File: src/rtl/mux_arb4_pkg.sv
// Shared types, constants and the round-robin pick function for the mux_arb4 lane merger.
package mux_arb4_pkg;

    localparam int unsigned DATA_W_DEFAULT = 12;
    localparam int unsigned CLASS_W        = 2;
    localparam int unsigned NUM_LANES      = 4;

    typedef logic [CLASS_W-1:0] class_t;

    // Search order is last+1, last+2, last+3, last; iterating from the lowest priority
    // upward lets the highest-priority non-empty lane overwrite the result last.
    function automatic class_t rr_pick(input class_t last, input logic [NUM_LANES-1:0] req);
        class_t idx;
        class_t win;
        win = last;
        for (int i = NUM_LANES; i >= 1; i--) begin
            idx = last + class_t'(i);
            if (req[idx]) begin
                win = idx;
            end
        end
        return win;
    endfunction

endpackage

File: src/rtl/lane_fifo.sv
// Per-lane FIFO: power-of-two depth, naturally wrapping pointers, count one bit wider than them.
module lane_fifo #(
    parameter int unsigned DATA_W = 12,
    parameter int unsigned DEPTH  = 4
) (
    input  logic              clk_i,
    input  logic              rst_i,
    input  logic              push_i,
    input  logic              pop_i,
    input  logic [DATA_W-1:0] din_i,
    output logic [DATA_W-1:0] dout_o,
    output logic              empty_o,
    output logic              full_o
);

    localparam int unsigned PtrW = $clog2(DEPTH);

    logic [DATA_W-1:0] mem_q [DEPTH];
    logic [PtrW-1:0]   wr_ptr_q, wr_ptr_d;
    logic [PtrW-1:0]   rd_ptr_q, rd_ptr_d;
    logic [PtrW:0]     cnt_q, cnt_d;
    logic              do_push;
    logic              do_pop;

    assign empty_o = (cnt_q == '0);
    assign full_o  = (cnt_q == (PtrW+1)'(DEPTH));
    assign do_push = push_i && !full_o;
    assign do_pop  = pop_i && !empty_o;
    assign dout_o  = mem_q[rd_ptr_q];

    always_comb begin
        wr_ptr_d = wr_ptr_q;
        rd_ptr_d = rd_ptr_q;
        cnt_d    = cnt_q;
        if (do_push) begin
            wr_ptr_d = wr_ptr_q + PtrW'(1);
        end
        if (do_pop) begin
            rd_ptr_d = rd_ptr_q + PtrW'(1);
        end
        case ({do_push, do_pop})
            2'b10:   cnt_d = cnt_q + (PtrW+1)'(1);
            2'b01:   cnt_d = cnt_q - (PtrW+1)'(1);
            default: cnt_d = cnt_q;
        endcase
    end

    always_ff @(posedge clk_i or posedge rst_i) begin
        if (rst_i) begin
            wr_ptr_q <= '0;
            rd_ptr_q <= '0;
            cnt_q    <= '0;
        end else begin
            wr_ptr_q <= wr_ptr_d;
            rd_ptr_q <= rd_ptr_d;
            cnt_q    <= cnt_d;
        end
    end

    // Storage needs no reset: a slot is only read after it has been written.
    always_ff @(posedge clk_i) begin
        if (do_push) begin
            mem_q[wr_ptr_q] <= din_i;
        end
    end

endmodule

File: src/rtl/mux_arb4.sv
// Four-lane round-robin merger producing a lane-tagged output stream (class_o = source lane;
// `class` is a reserved word). Define MUX_ARB4_DROP_CNT_EN to add the saturating drop_cnt output.
module mux_arb4
    import mux_arb4_pkg::*;
#(
    parameter int unsigned DATA_W = DATA_W_DEFAULT,
    parameter int unsigned DEPTH  = 4
) (
    input  logic               clk,
    input  logic               reset,
    input  logic [DATA_W-1:0]  data_in0,
    input  logic [DATA_W-1:0]  data_in1,
    input  logic [DATA_W-1:0]  data_in2,
    input  logic [DATA_W-1:0]  data_in3,
    input  logic               valid_0,
    input  logic               valid_1,
    input  logic               valid_2,
    input  logic               valid_3,
    output logic               ready_0,
    output logic               ready_1,
    output logic               ready_2,
    output logic               ready_3,
    output logic [DATA_W-1:0]  data_out,
    output logic [CLASS_W-1:0] class_o,
`ifdef MUX_ARB4_DROP_CNT_EN
    output logic [7:0]         drop_cnt,
`endif
    output logic               valid_out
);

    logic [DATA_W-1:0]    lane_din  [NUM_LANES];
    logic [DATA_W-1:0]    lane_dout [NUM_LANES];
    logic [NUM_LANES-1:0] lane_valid;
    logic [NUM_LANES-1:0] lane_push;
    logic [NUM_LANES-1:0] lane_pop;
    logic [NUM_LANES-1:0] lane_empty;
    logic [NUM_LANES-1:0] lane_full;
    logic [NUM_LANES-1:0] lane_req;
    logic                 any_req;
    class_t               winner;

    logic [DATA_W-1:0]    data_out_q, data_out_d;
    class_t               class_q, class_d;
    logic                 valid_q, valid_d;
    class_t               last_q, last_d;

    assign lane_din[0] = data_in0;
    assign lane_din[1] = data_in1;
    assign lane_din[2] = data_in2;
    assign lane_din[3] = data_in3;

    assign lane_valid = {valid_3, valid_2, valid_1, valid_0};
    assign {ready_3, ready_2, ready_1, ready_0} = ~lane_full;
    assign lane_push  = lane_valid & ~lane_full;

    for (genvar g = 0; g < NUM_LANES; g++) begin : g_lane
        lane_fifo #(
            .DATA_W (DATA_W),
            .DEPTH  (DEPTH)
        ) u_fifo (
            .clk_i   (clk),
            .rst_i   (reset),
            .push_i  (lane_push[g]),
            .pop_i   (lane_pop[g]),
            .din_i   (lane_din[g]),
            .dout_o  (lane_dout[g]),
            .empty_o (lane_empty[g]),
            .full_o  (lane_full[g])
        );
    end

    // Only registered FIFO state feeds the arbiter, so same-edge pushes wait a cycle.
    assign lane_req = ~lane_empty;
    assign any_req  = |lane_req;
    assign winner   = rr_pick(last_q, lane_req);

    always_comb begin
        lane_pop = '0;
        if (any_req) begin
            lane_pop[winner] = 1'b1;
        end
    end

    always_comb begin
        data_out_d = data_out_q;
        class_d    = class_q;
        valid_d    = 1'b0;
        last_d     = last_q;
        if (any_req) begin
            data_out_d = lane_dout[winner];
            class_d    = winner;
            valid_d    = 1'b1;
            last_d     = winner;
        end
    end

    always_ff @(posedge clk or posedge reset) begin
        if (reset) begin
            data_out_q <= '0;
            class_q    <= '0;
            valid_q    <= 1'b0;
            last_q     <= class_t'(NUM_LANES - 1);
        end else begin
            data_out_q <= data_out_d;
            class_q    <= class_d;
            valid_q    <= valid_d;
            last_q     <= last_d;
        end
    end

    assign data_out  = data_out_q;
    assign class_o   = class_q;
    assign valid_out = valid_q;

`ifdef MUX_ARB4_DROP_CNT_EN
    logic [7:0]           drop_cnt_q, drop_cnt_d;
    logic [NUM_LANES-1:0] lane_drop;
    logic [8:0]           drop_sum;

    assign lane_drop = lane_valid & lane_full;

    // Nine bits hold 255 + 4 without wrapping before the saturation test.
    always_comb begin
        drop_sum = {1'b0, drop_cnt_q};
        for (int i = 0; i < NUM_LANES; i++) begin
            drop_sum = drop_sum + 9'(lane_drop[i]);
        end
        drop_cnt_d = (drop_sum > 9'd255) ? 8'hFF : drop_sum[7:0];
    end

    always_ff @(posedge clk or posedge reset) begin
        if (reset) begin
            drop_cnt_q <= '0;
        end else begin
            drop_cnt_q <= drop_cnt_d;
        end
    end

    assign drop_cnt = drop_cnt_q;
`endif

endmodule

File: config.mk
export PLATFORM = sky130hd
export DESIGN_NAME = mux_arb4
export DESIGN_NICKNAME = d
export VERILOG_FILES = /design/src/rtl/mux_arb4_pkg.sv /design/src/rtl/lane_fifo.sv /design/src/rtl/mux_arb4.sv
export SDC_FILE = /design/constraint.sdc
export NUM_CORES = 1
export LEC_CHECK = 0
export ABC_AREA = 1
export ABC_CLOCK_PERIOD_IN_PS = 4650
export CAP_MARGIN = 20
export CELL_PAD_IN_SITES_DETAIL_PLACEMENT = 0
export CELL_PAD_IN_SITES_GLOBAL_PLACEMENT = 1
export CORE_ASPECT_RATIO = 0.9
export CORE_UTILIZATION = 51
export CTS_BUF_LIST = sky130_fd_sc_hd__clkbuf_4 sky130_fd_sc_hd__clkbuf_8 sky130_fd_sc_hd__clkbuf_16
export DETAILED_ROUTE_END_ITERATION = 6
export HOLD_SLACK_MARGIN = 0.06
export PLACE_DENSITY = 0.92
export SLEW_MARGIN = 30
export SYNTH_ARGS = -nofsm -noshare
export SYNTH_HDL_FRONTEND = slang
export SYNTH_HIERARCHICAL = 1
export SYNTH_SLANG_ARGS = --single-unit
File: constraint.sdc
create_clock -name clk -period 4.65 [get_ports clk]
set_input_delay 0.93 -clock clk [delete_from_list [all_inputs] [get_ports clk]]
set_output_delay 0.93 -clock clk [all_outputs]
set_load 0.02 [all_outputs]
# Word-level counts from Yosys, hierarchy flattened
# Memory sizes are Yosys's and may differ from the RTL's.
# Index checks and enable logic that the tools add are counted.
[word_totals]
mem_count = 4
mem_bits_rw = 192
regBits = 45
in_bits = 54
[classes]
n_lt_le_gt_ge = 6
mux = 28
n_addsub = 19
n_reduce_logical = 26
n_bitwise = 4
n_eq_ne = 12
[memory_table]
columns = ["name", "words", "word_bits", "rd", "rd_clocked_by_memory_dff", "wr", "line", "text"]
rows = [
  ["g_lane[0].u_fifo.mem_q", 4, 12, 1, 0, 1, "lane_fifo.sv:18", "logic [DATA_W-1:0] mem_q [DEPTH];"],
  ["g_lane[1].u_fifo.mem_q", 4, 12, 1, 0, 1, "lane_fifo.sv:18", ""],
  ["g_lane[2].u_fifo.mem_q", 4, 12, 1, 0, 1, "lane_fifo.sv:18", ""],
  ["g_lane[3].u_fifo.mem_q", 4, 12, 1, 0, 1, "lane_fifo.sv:18", ""],
]
[ops]
columns = ["cell", "n"]
rows = [
  ["binary-select mux 12 bit (select 2 bit)", 1],
  ["2-to-1 mux 12 bit", 2],
  ["case mux 3 bit (2 select lines)", 4],
  ["adder 2 x 1 -> 2 bit (second input constant)", 9],
  ["2-to-1 mux 1 bit", 13],
  ["adder 3 x 1 -> 3 bit (second input constant)", 4],
  ["equality test 3 bit (second input constant)", 4],
  ["zero test 3 bit", 4],
  ["less-than comparator 2 x 3 -> 1 bit (second input constant)", 4],
  ["subtractor 3 x 1 -> 3 bit (second input constant)", 4],
  ["logical AND 1 bit", 9],
  ["equality test 2 x 1 -> 1 bit (second input constant)", 4],
  ["equality test 2 bit (second input constant)", 4],
  ["zero test 1 bit", 8],
  ["inverter 4 bit", 2],
  ["nonzero test 2 bit", 4],
  ["binary-select mux 1 bit (select 2 bit)", 3],
  ["2-to-1 mux 2 bit", 3],
  ["adder 2 bit (second input constant)", 2],
  ["bitwise AND 4 bit", 1],
  ["2-to-1 mux 4 bit", 1],
  ["OR reduction 4 bit", 1],
  ["greater-or-equal comparator 3 bit (second input constant)", 1],
  ["inverter 2 -> 3 bit", 1],
  ["other kinds (2)", 2],
]

# Logic depth before layout (Yosys ltp)
# Gate-level depths: netlist (run 1).
[logic_depth]
ltp_word = 15
ltp_mapped = 25
depth_no_buf = 24

# Modules after synthesis
# Netlist (run 1), hierarchy kept.
[by_module_without_submodules]
columns = ["module", "area_per_inst_um2", "cells_each", "instances"]
rows = [
  ["lane_fifo", 2407.3, 202, 4],
  ["mux_arb4", 1527.7, 252, 1],
]

# Worst setup path after synthesis (run 1)
# Ideal clock, no wire load.
[synth_path]
kind = "register to register"
start = "register g_lane[0].u_fifo.cnt_q[0]"
end = "register g_lane[0].u_fifo.cnt_q[2]"
stages_incl_launch_ff = 24
arrival_time_ns = 2.648
slack_ns = 1.885
synth_period_minus_slack_ns = 2.765
path_cell_list = "dfrtp_1 > inv_2 > nand3_1 > inv_1 > inv_1 > nand2_1 > nand2_2 > nand2_2 > nand2_2 > inv_4 > nand3_1 > nand2_2 > buf_2 > nand2_1 > nor2_1 > nand2_1 > inv_1 > ha_1 > inv_1 > fa_1 > nand2_1 > nand3_1 > nand2_1 > nand2_1"
[synth_between]
elab_chain_len = 15
elab_cells_between_ends = 31
cone_classes = "add/sub (2); order compare (2); eq/ne (3); mux (13); bitwise (3); reduce/logical (8)"
[synth_rtl]
columns = ["item", "line", "text"]
rows = [
  ["start, declared", "lane_fifo.sv:21", "logic [PtrW:0] cnt_q, cnt_d;"],
  ["start signal, assigned", "lane_fifo.sv:56", "cnt_q <= cnt_d;"],
  ["zero test 3 bit (*)", "lane_fifo.sv:25", "assign empty_o = (cnt_q == '0);"],
  ["named net lane_empty[0]", "mux_arb4.sv:36", "logic [NUM_LANES-1:0] lane_empty;"],
  ["inverter 4 bit (*)", "mux_arb4.sv:73", "assign lane_req = ~lane_empty;"],
  ["binary-select mux 1 bit (select 2 bit)", "mux_arb4_pkg.sv:18", "if (req[idx]) begin"],
  ["2-to-1 mux 1 bit (not written as such)", "mux_arb4_pkg.sv:18", ""],
  ["2-to-1 mux 2 bit (3 in series)", "mux_arb4_pkg.sv:18", ""],
  ["less-than comparator 2 x 3 -> 1 bit (not written as such) or greater-or-equal comparator 2 x 1 -> 1 bit (tied branches)", "mux_arb4.sv:80", "lane_pop[winner] = 1'b1;"],
  ["logical AND 1 bit (not written as such)", "mux_arb4.sv:80", ""],
  ["2-to-1 mux 1 bit (not written as such)", "mux_arb4.sv:80", ""],
  ["demux 1 bit (select 2 bit)", "mux_arb4.sv:80", ""],
  ["2-to-1 mux 4 bit (*)", "mux_arb4.sv:79", "if (any_req) begin"],
  ["named net lane_pop[0]", "mux_arb4.sv:35", "logic [NUM_LANES-1:0] lane_pop;"],
  ["logical AND 1 bit (*)", "lane_fifo.sv:28", "assign do_pop = pop_i && !empty_o;"],
  ["named net g_lane[0].u_fifo.do_pop", "lane_fifo.sv:23", "logic do_pop;"],
  ["equality test 2 x 1 -> 1 bit or equality test 2 bit (tied branches)", "lane_fifo.sv:41", "case ({do_push, do_pop})"],
  ["case mux 3 bit (2 select lines) or nonzero test 2 bit (tied branches)", "--", ""],
]
# The timed path passes the listed nets; every way through them passes the cells marked *. The select of a mux whose other input is x is not followed.
# A chain may end at the register's enable or synchronous reset.

# Worst setup path after layout (run 1)
[layout_path]
start = "register g_lane[0].u_fifo.cnt_q[0]"
end = "register g_lane[2].u_fifo.cnt_q[2]"
[layout_between]
elab_chain_len = 15
elab_cells_between_ends = 23
cone_classes = "order compare (2); eq/ne (2); mux (13); bitwise (1); reduce/logical (5)"
[layout_rtl]
columns = ["item", "line"]
rows = [
  ["zero test 3 bit (*)", "lane_fifo.sv:25"],
  ["named net lane_empty[0]", "mux_arb4.sv:36"],
  ["inverter 4 bit (*)", "mux_arb4.sv:73"],
  ["binary-select mux 1 bit (select 2 bit)", "mux_arb4_pkg.sv:18"],
  ["2-to-1 mux 1 bit (not written as such)", "mux_arb4_pkg.sv:18"],
  ["2-to-1 mux 2 bit (3 in series)", "mux_arb4_pkg.sv:18"],
  ["less-than comparator 2 x 3 -> 1 bit (not written as such) or greater-or-equal comparator 2 x 1 -> 1 bit (tied branches)", "mux_arb4.sv:80"],
  ["logical AND 1 bit (not written as such)", "mux_arb4.sv:80"],
  ["2-to-1 mux 1 bit (not written as such)", "mux_arb4.sv:80"],
  ["demux 1 bit (select 2 bit)", "mux_arb4.sv:80"],
  ["2-to-1 mux 4 bit (*)", "mux_arb4.sv:79"],
  ["named net lane_pop[2]", "mux_arb4.sv:35"],
  ["logical AND 1 bit (*)", "lane_fifo.sv:28"],
  ["named net g_lane[2].u_fifo.do_pop", "lane_fifo.sv:23"],
  ["equality test 2 x 1 -> 1 bit or equality test 2 bit (tied branches)", "lane_fifo.sv:41"],
  ["case mux 3 bit (2 select lines) or nonzero test 2 bit (tied branches)", "--"],
  ["end signal, assigned", "lane_fifo.sv:56"],
  ["end, declared", "lane_fifo.sv:21"],
]
# Marks and branches as above.

==> key figures, run 1 <==
Run status
  • Outcome: finished clean

Placement
  • Routability congestion estimate: 0.816
  • Port Buffer Count: 72
  • Worst slack, placed: 1.43 ns
  • Dpl hpwl: 14800 um

Floorplanning
  • Core ar.: 21100 um^2
  • DIE HEIGHT: 142 um
  • # rows: 50
  • Ports: 73
  • Die area: 22500 um^2
  • Die width: 158 um
  • Initial Util: 0.528

Clocking
  • Post-cts resize count: 0
  • Cts-stage hold buffer count: 0
  • Root Driver: clkbuf_16
  • Clock Pin Slew Worst Setup and Hold Paths: 0.06 ns
  • Sinks on Clock Net: 237
  • CTS Buffer Depth: 3
  • Cts bufs inserted: 24
  • CTS H-Tree Depth: 1
  • Setup repair bufs after CTS: 0
  • Worst-Skew Late Latency: 0.52 ns
  • CTS tree: done

Synth
  • Ranking of synthesized cells by area: edfxtp_1 (52%), nand2_1 (11%), dfrtp_1 (9.6%)
  • Synth Flop Type: edfxtp_1
  • Syn Nets: 1138
  • Post-synthesis cell area: 11200 um^2
  • Syn Inst Count: 1060
  • Yosys reg bits: 237
  • Warnings, synthesis: 6
  • Yosys top cell area share: 0.517
  • Register area share after synthesis: 0.618
  • Cell with the most instances after synthesis: nand2_1
  • Syn avg cell area: 10.5 um^2
  • Post-synth EDFFs: 192
  • Cell variety after synth: 32
  • Area leader, netlist: edfxtp_1
  • Commonest cells in the netlist: nand2_1 (319), edfxtp_1 (192), inv_1 (191), nand3_1 (70), o211ai_1 (60)
  • Post-synth ARST share: 0.190

Detailed routing
  • Remaining antenna violation count: 0
  • Total wire length: 21700 um
  • DR vias/cell: 4.97
  • Via count: 7161
  • DR pass1 iterations: 5
  • First DRT Iteration DRCs: 438
  • Routed wire length per instance: 15.1 um
  • Drc violations: 0

Cells and area
  • Layout cells sized above 1: 0.123
  • Nets@finish: 1214
  • Area grow syn2layout: 15.4%
  • Final Util: 0.609
  • Number of diodes: 0

Setup path
  • Critical Setup Path Class: flip-flop to flip-flop
  • Startpoint types: flip-flop
  • CP Max Fanout: 28
  • Critical path arrival: 3.68 ns
  • Worst endpoint required time: 5.06 ns
  • CP Capture Type: flip-flop

Timing
  • RSZ-0062 raised after global routing: no
  • Slew at the pin closest to its max-slew limit: 0.845 ns
  • Max Clock Skew: 0.0257 ns
  • Final TNS setup: 0 ns
  • Period minus WS final: 3.27 ns
  • Setup slack after layout: 1.38 ns
  • Final Hold Fails: 0
  • Rel. slew slack: 0.436
  • Final Cycle Share: 0.703
  • Fmax achieved: 306 MHz
  • Setup violators final: 0
  • Slew Viols, Final: 0

Pwr
  • Worst vdd ir: 0.474 mV
  • Pwr dens: 752 nW/um^2
  • Leak pwr: 5.74 nW

Global routing
  • Total gr overflow: 0
  • Gr usage total: 0.200
  • Largest net degree at the start of global routing: 50
  • First-pass GRT wire length: 34400 um
  • Vias in the first global route: 6852
  • Initial antenna violation count: 0

Hold path
  • Worst min path class: flip-flop to flip-flop

Run
  • Max-cap violations: 0
## layout by cell type, fill, tap and decap left out, types with 2 or more instances in the layout
master,synthesis,layout
nand2_1,319,319
xnor2_1,4,4
nand2_2,13,13
ha_1,20,20
dfrtp_1,43,43
inv_1,191,191
nor2_1,23,22
o21ai_0,4,4
nand2_4,2,2
inv_2,22,22
nand3_1,70,70
clkbuf_8,0,3
clkinv_1,0,3
clkdlybuf4s50_1,0,72
o211ai_1,60,60
dfstp_2,2,2
buf_4,5,17
nand2_8,2,2
clkinv_2,0,2
edfxtp_1,192,192
nand4_1,4,4
o211ai_2,36,36
clkbuf_16,0,26
clkbuf_4,0,8
fa_1,4,4
## per-layer routing
metal  GRT usage  routed length [um]  vias to the layer above
met1       0.274                9740                     3337
li1            -                   -                     3611
met5           0                   0                        -
met4      0.0613                 486                        0
met2       0.330               10300                      175
met3      0.0265                1120                       38
## cell families after synthesis
family | after synthesis | share of synthesized area
and+or+nand+nor | 439 | 0.168
buffers and inverters | 254 | 0.0977
DFF | 237 | 0.618
AOI/OAI and AO/OA | 102 | 0.0837
adders and majority gates | 24 | 0.0296
xor gates and xnor gates | 4 | 0.00314
## flip-flops by register name, summed over array words and instances, names as in the netlist
name and cells:
class_o 2, data_out 12, g_lane.u_fifo/cnt_q 12, g_lane.u_fifo/mem_q 192
g_lane.u_fifo/rd_ptr_q 8, g_lane.u_fifo/wr_ptr_q 8, last_q 2, valid_out 1
## power by group
group	internal (mW)	switching [mW]	total, mW
logic	1.52	3.05	4.57
clock network	1.11	0.757	1.87
registers	2.92	0.331	3.25
## worst max-delay path, stage by stage, from the launching register on
cell and delay [ns]:
dfrtp_1 0.40, inv_2 0.09, nand3_1 0.16, inv_1 0.10
inv_1 0.09, nand3_1 0.12, nand2_1 0.10, nor2_4 0.12
nand2_4 0.08, nand3_4 0.24, nand2_8 0.17, nor3_1 0.40
nand2_1 0.13, inv_1 0.07, ha_1 0.15, inv_1 0.06
fa_1 0.38, nand2_1 0.11, nand3_1 0.08, nand2_1 0.06
nand2_1 0.04
## layout make-up
type	instances	area, um^2
inverter	215	815
multi-input combinational	569	3180
sequential	237	6890
clock buffer	37	752
clock inverter	7	37.5
fill	1764	8270
tap	286	358
timing repair buffer	89	848
## per-stage QoR
step	instances	hold slack, ns	total power, mW	area, um^2
after floorplan	1060	0.466	6.78	11200
after CTS	1440	0.481	9.75	12900
after detailed placement	1396	0.465	7.85	12100
final	1440	0.478	9.69	12900
after global routing	1440	0.514	10.5	12900
after global placement	1396	0.469	7.74	12100
## final timing paths
| kind | startpoint | endpoint | slack (ns) | cells past startpoint |
|---|---|---|---|---|
| min reg2reg | data_out[3] | data_out[3] | 0.48 | 2 |
| max | g_lane[0].u_fifo/cnt_q[0] | g_lane[2].u_fifo/cnt_q[2] | 1.38 | 20 |
| min | data_out[3] | data_out[3] | 0.48 | 2 |
| max in group asynchronous | reset | data_out[7] | 3.11 | 2 |
| min in group asynchronous | reset | g_lane[1].u_fifo/rd_ptr_q[0] | 0.84 | 2 |
| max reg2reg | g_lane[0].u_fifo/cnt_q[0] | g_lane[2].u_fifo/cnt_q[2] | 1.38 | 20 |
Note: power is estimated with default switching activity, not from simulation.
==> inputs of run 2 (changes only) <==
ABC_CLOCK_PERIOD_IN_PS = 3200   (was 4650)
CORE_UTILIZATION = 47   (was 51)
PLACE_DENSITY = 0.87   (was 0.92)
clock period = 3.2 ns   (was 4.65 ns; I/O delays follow)
==> run 2 against run 1 <==
Effect of this change: cell count rose by 1.9%; sequential share of layout area decreased by 0.62 points; via count increased by 0.36%; clock-buffer cell count decreased by 3; wire length rose by 0.36%; global-route usage decreased by 1.6 points; highest routed layer unchanged; non-clock buffer count increased by 10; clock power grew 49%; sequential power rose by 45%; die area grew 8.4%.
==> key figures, run 2 (synthesized netlist as in run 1, its figures left out) <==
Cells and area
  • Commonest cells after routing, fill and taps aside: nand2_1 (319), edfxtp_1 (192), inv_1 (191) (unchanged)
  • Final instance area: 13000 um^2 (was 12900 um^2)
  • Fin cells: 1467 (was 1440)
  • Number of diodes: 0 (unchanged)
  • Most common cell after layout, fill and taps aside: nand2_1 (unchanged)
  • Max reg flops: 192 (unchanged)
  • Area grow syn2layout: 16.8% (was 15.4%)
  • Nets@finish: 1225 (was 1214)
  • Final Util: 0.558 (was 0.609)
  • Layout cells sized above 1: 0.136 (was 0.123)
  • Biggest register: g_lane.u_fifo/mem_q (unchanged)

Floorplanning
  • Ports: 73 (unchanged)
  • DIE HEIGHT: 148 um (was 142 um)
  • Die area: 24400 um^2 (was 22500 um^2)
  • Initial Util: 0.478 (was 0.528)
  • Core ar.: 23300 um^2 (was 21100 um^2)
  • # rows: 53 (was 50)
  • Die width: 164 um (was 158 um)

Pwr
  • Tot Pwr: 14.6 mW (was 9.69 mW)
  • Leak pwr: 5.81 nW (was 5.74 nW)
  • Worst vdd ir: 0.630 mV (was 0.474 mV)
  • Pwr dens: 1120 nW/um^2 (was 752 nW/um^2)

Setup path
  • Critical path arrival: 3.35 ns (was 3.68 ns)
  • CP Max Fanout: 13 (was 28)
  • CP Capture Type: flip-flop (unchanged)
  • Worst endpoint required time: 3.60 ns (was 5.06 ns)
  • Critical Setup Path Class: flip-flop to flip-flop (unchanged)
  • Startpoint types: flip-flop (unchanged)

Clocking
  • Cts-stage hold buffer count: 0 (unchanged)
  • Clock Pin Slew Worst Setup and Hold Paths: 0.06 ns (about the same)
  • Worst-Skew Late Latency: 0.52 ns (about the same)
  • Sinks on Clock Net: 237 (unchanged)
  • CTS Buffer Depth: 3 (unchanged)
  • Root Driver: clkbuf_16 (unchanged)
  • Cts bufs inserted: 24 (unchanged)
  • CTS H-Tree Depth: 1 (unchanged)
  • CTS tree: done (unchanged)

Timing
  • Slew Viols, Final: 0 (unchanged)
  • Final Hold Fails: 0 (unchanged)
  • Final TNS setup: 0 ns (unchanged)
  • Setup violators final: 0 (unchanged)
  • Period minus WS final: 2.94 ns (was 3.27 ns)
  • Fin Hold WS: 0.478 ns (about the same)
  • Rel. slew slack: 0.427 (was 0.436)
  • Max Clock Skew: 0.0201 ns (was 0.0257 ns)
  • Fmax achieved: 340 MHz (was 306 MHz)
  • Final Cycle Share: 0.920 (was 0.703)
  • Setup slack after layout: 0.255 ns (was 1.38 ns)
  • Slew at the pin closest to its max-slew limit: 0.858 ns (was 0.845 ns)

Detailed routing
  • DR vias/cell: 4.90 (was 4.97)
  • Total wire length: 21800 um (was 21700 um)
  • DR pass1 iterations: 5 (unchanged)
  • Drc violations: 0 (unchanged)
  • First DRT Iteration DRCs: 522 (was 438)
  • Via count: 7187 (was 7161)
  • Routed wire length per instance: 14.8 um (was 15.1 um)
  • Remaining antenna violation count: 0 (unchanged)

Global routing
  • GR Util met1: 0.257 (was 0.274)
  • Busiest layer in global routing: met2 (unchanged)
  • Gr usage total: 0.183 (was 0.200)
  • Vias in the first global route: 6716 (was 6852)
  • Initial antenna violation count: 0 (unchanged)
  • Total gr overflow: 0 (unchanged)
  • First-pass GRT wire length: 34500 um (was 34400 um)
  • Met2 usage: 0.303 (was 0.330)
  • Largest net degree at the start of global routing: 50 (unchanged)
  • Met3 Usage GRT: 0.0245 (was 0.0265)

Placement
  • Dpl hpwl: 14600 um (was 14800 um)
  • Routability congestion estimate: 0.841 (was 0.816)
  • Worst slack, placed: 0.131 ns (was 1.43 ns)
  • Port Buffer Count: 72 (unchanged)
  • Cell Area, Placed: 12100 um^2 (about the same)
  • DP Cell Count: 1416 (was 1396)

Hold path
  • Worst min path class: flip-flop to flip-flop (unchanged)

Run
  • Max-cap violations: 0 (unchanged)

Run status
  • Outcome: finished clean (unchanged)
## run 2: cell types whose count changed in the layout (fill, tap and decap cells not counted), moves of 2 or more
cell       previous run  this run
clkinv_2              2         4
nand3_2               0         4
nor3_4                0         2
clkbuf_8              3         0
nand3_1              70        66
bufinv_16             0         2
nand2_4               2         4
buf_4                17        27
## run 2: timing repair
action | in CTS | in global routing
buffers inserted | 0 | 6
resized for setup | 0 | 10
endpoints found under the setup margin | 0 | 8
## run 2: cell type report
cell class | instances | area (um^2)
Inverter | 215 | 815
Tap cell | 302 | 378
Timing Repair Buffer | 99 | 923
Sequential cell | 237 | 6890
Clock inverter | 10 | 95.1
Clock buffer | 34 | 693
Multi-Input combinational cell | 570 | 3230
Fill cell | 1980 | 10300
## run 2: final timing paths
path	start	end	slack, ns	cells past startpoint
max	g_lane[3].u_fifo/cnt_q[1]	g_lane[1].u_fifo/cnt_q[2]	0.26	22
min	data_out[3]	data_out[3]	0.48	2
max reg2reg	g_lane[3].u_fifo/cnt_q[1]	g_lane[1].u_fifo/cnt_q[2]	0.26	22
min reg2reg	data_out[3]	data_out[3]	0.48	2
max in group asynchronous	reset	class_o[1]	1.98	2
min in group asynchronous	reset	g_lane[2].u_fifo/cnt_q[0]	0.58	2
## run 2: power breakdown
part           total, mW  switching [mW]  internal [mW]
sequential          4.72           0.480           4.24
combinational       7.11            4.62           2.48
clock               2.79            1.12           1.67
total               14.6            6.23           8.39
## run 2: worst max-delay path, stage by stage, from the launching register on
cell,delay (ns)
dfrtp_1,0.40
inv_2,0.10
nand3_2,0.12
inv_1,0.07
inv_1,0.08
nand3_1,0.12
nand2_1,0.09
nor2_4,0.13
nand2_4,0.08
nand2_4,0.11
nand2_8,0.11
nand2_8,0.10
inv_1,0.09
nor2_2,0.17
nand2_1,0.11
inv_1,0.07
ha_1,0.15
inv_1,0.07
fa_1,0.38
nand2_1,0.10
nand3_1,0.07
nand2_1,0.06
nand2_1,0.05
## run 2: per-layer routing
metal,vias to the layer above,routed length [um]
li1,3640,-
met1,3325,9930
met2,188,10300
met3,34,1080
met4,0,447
met5,-,0
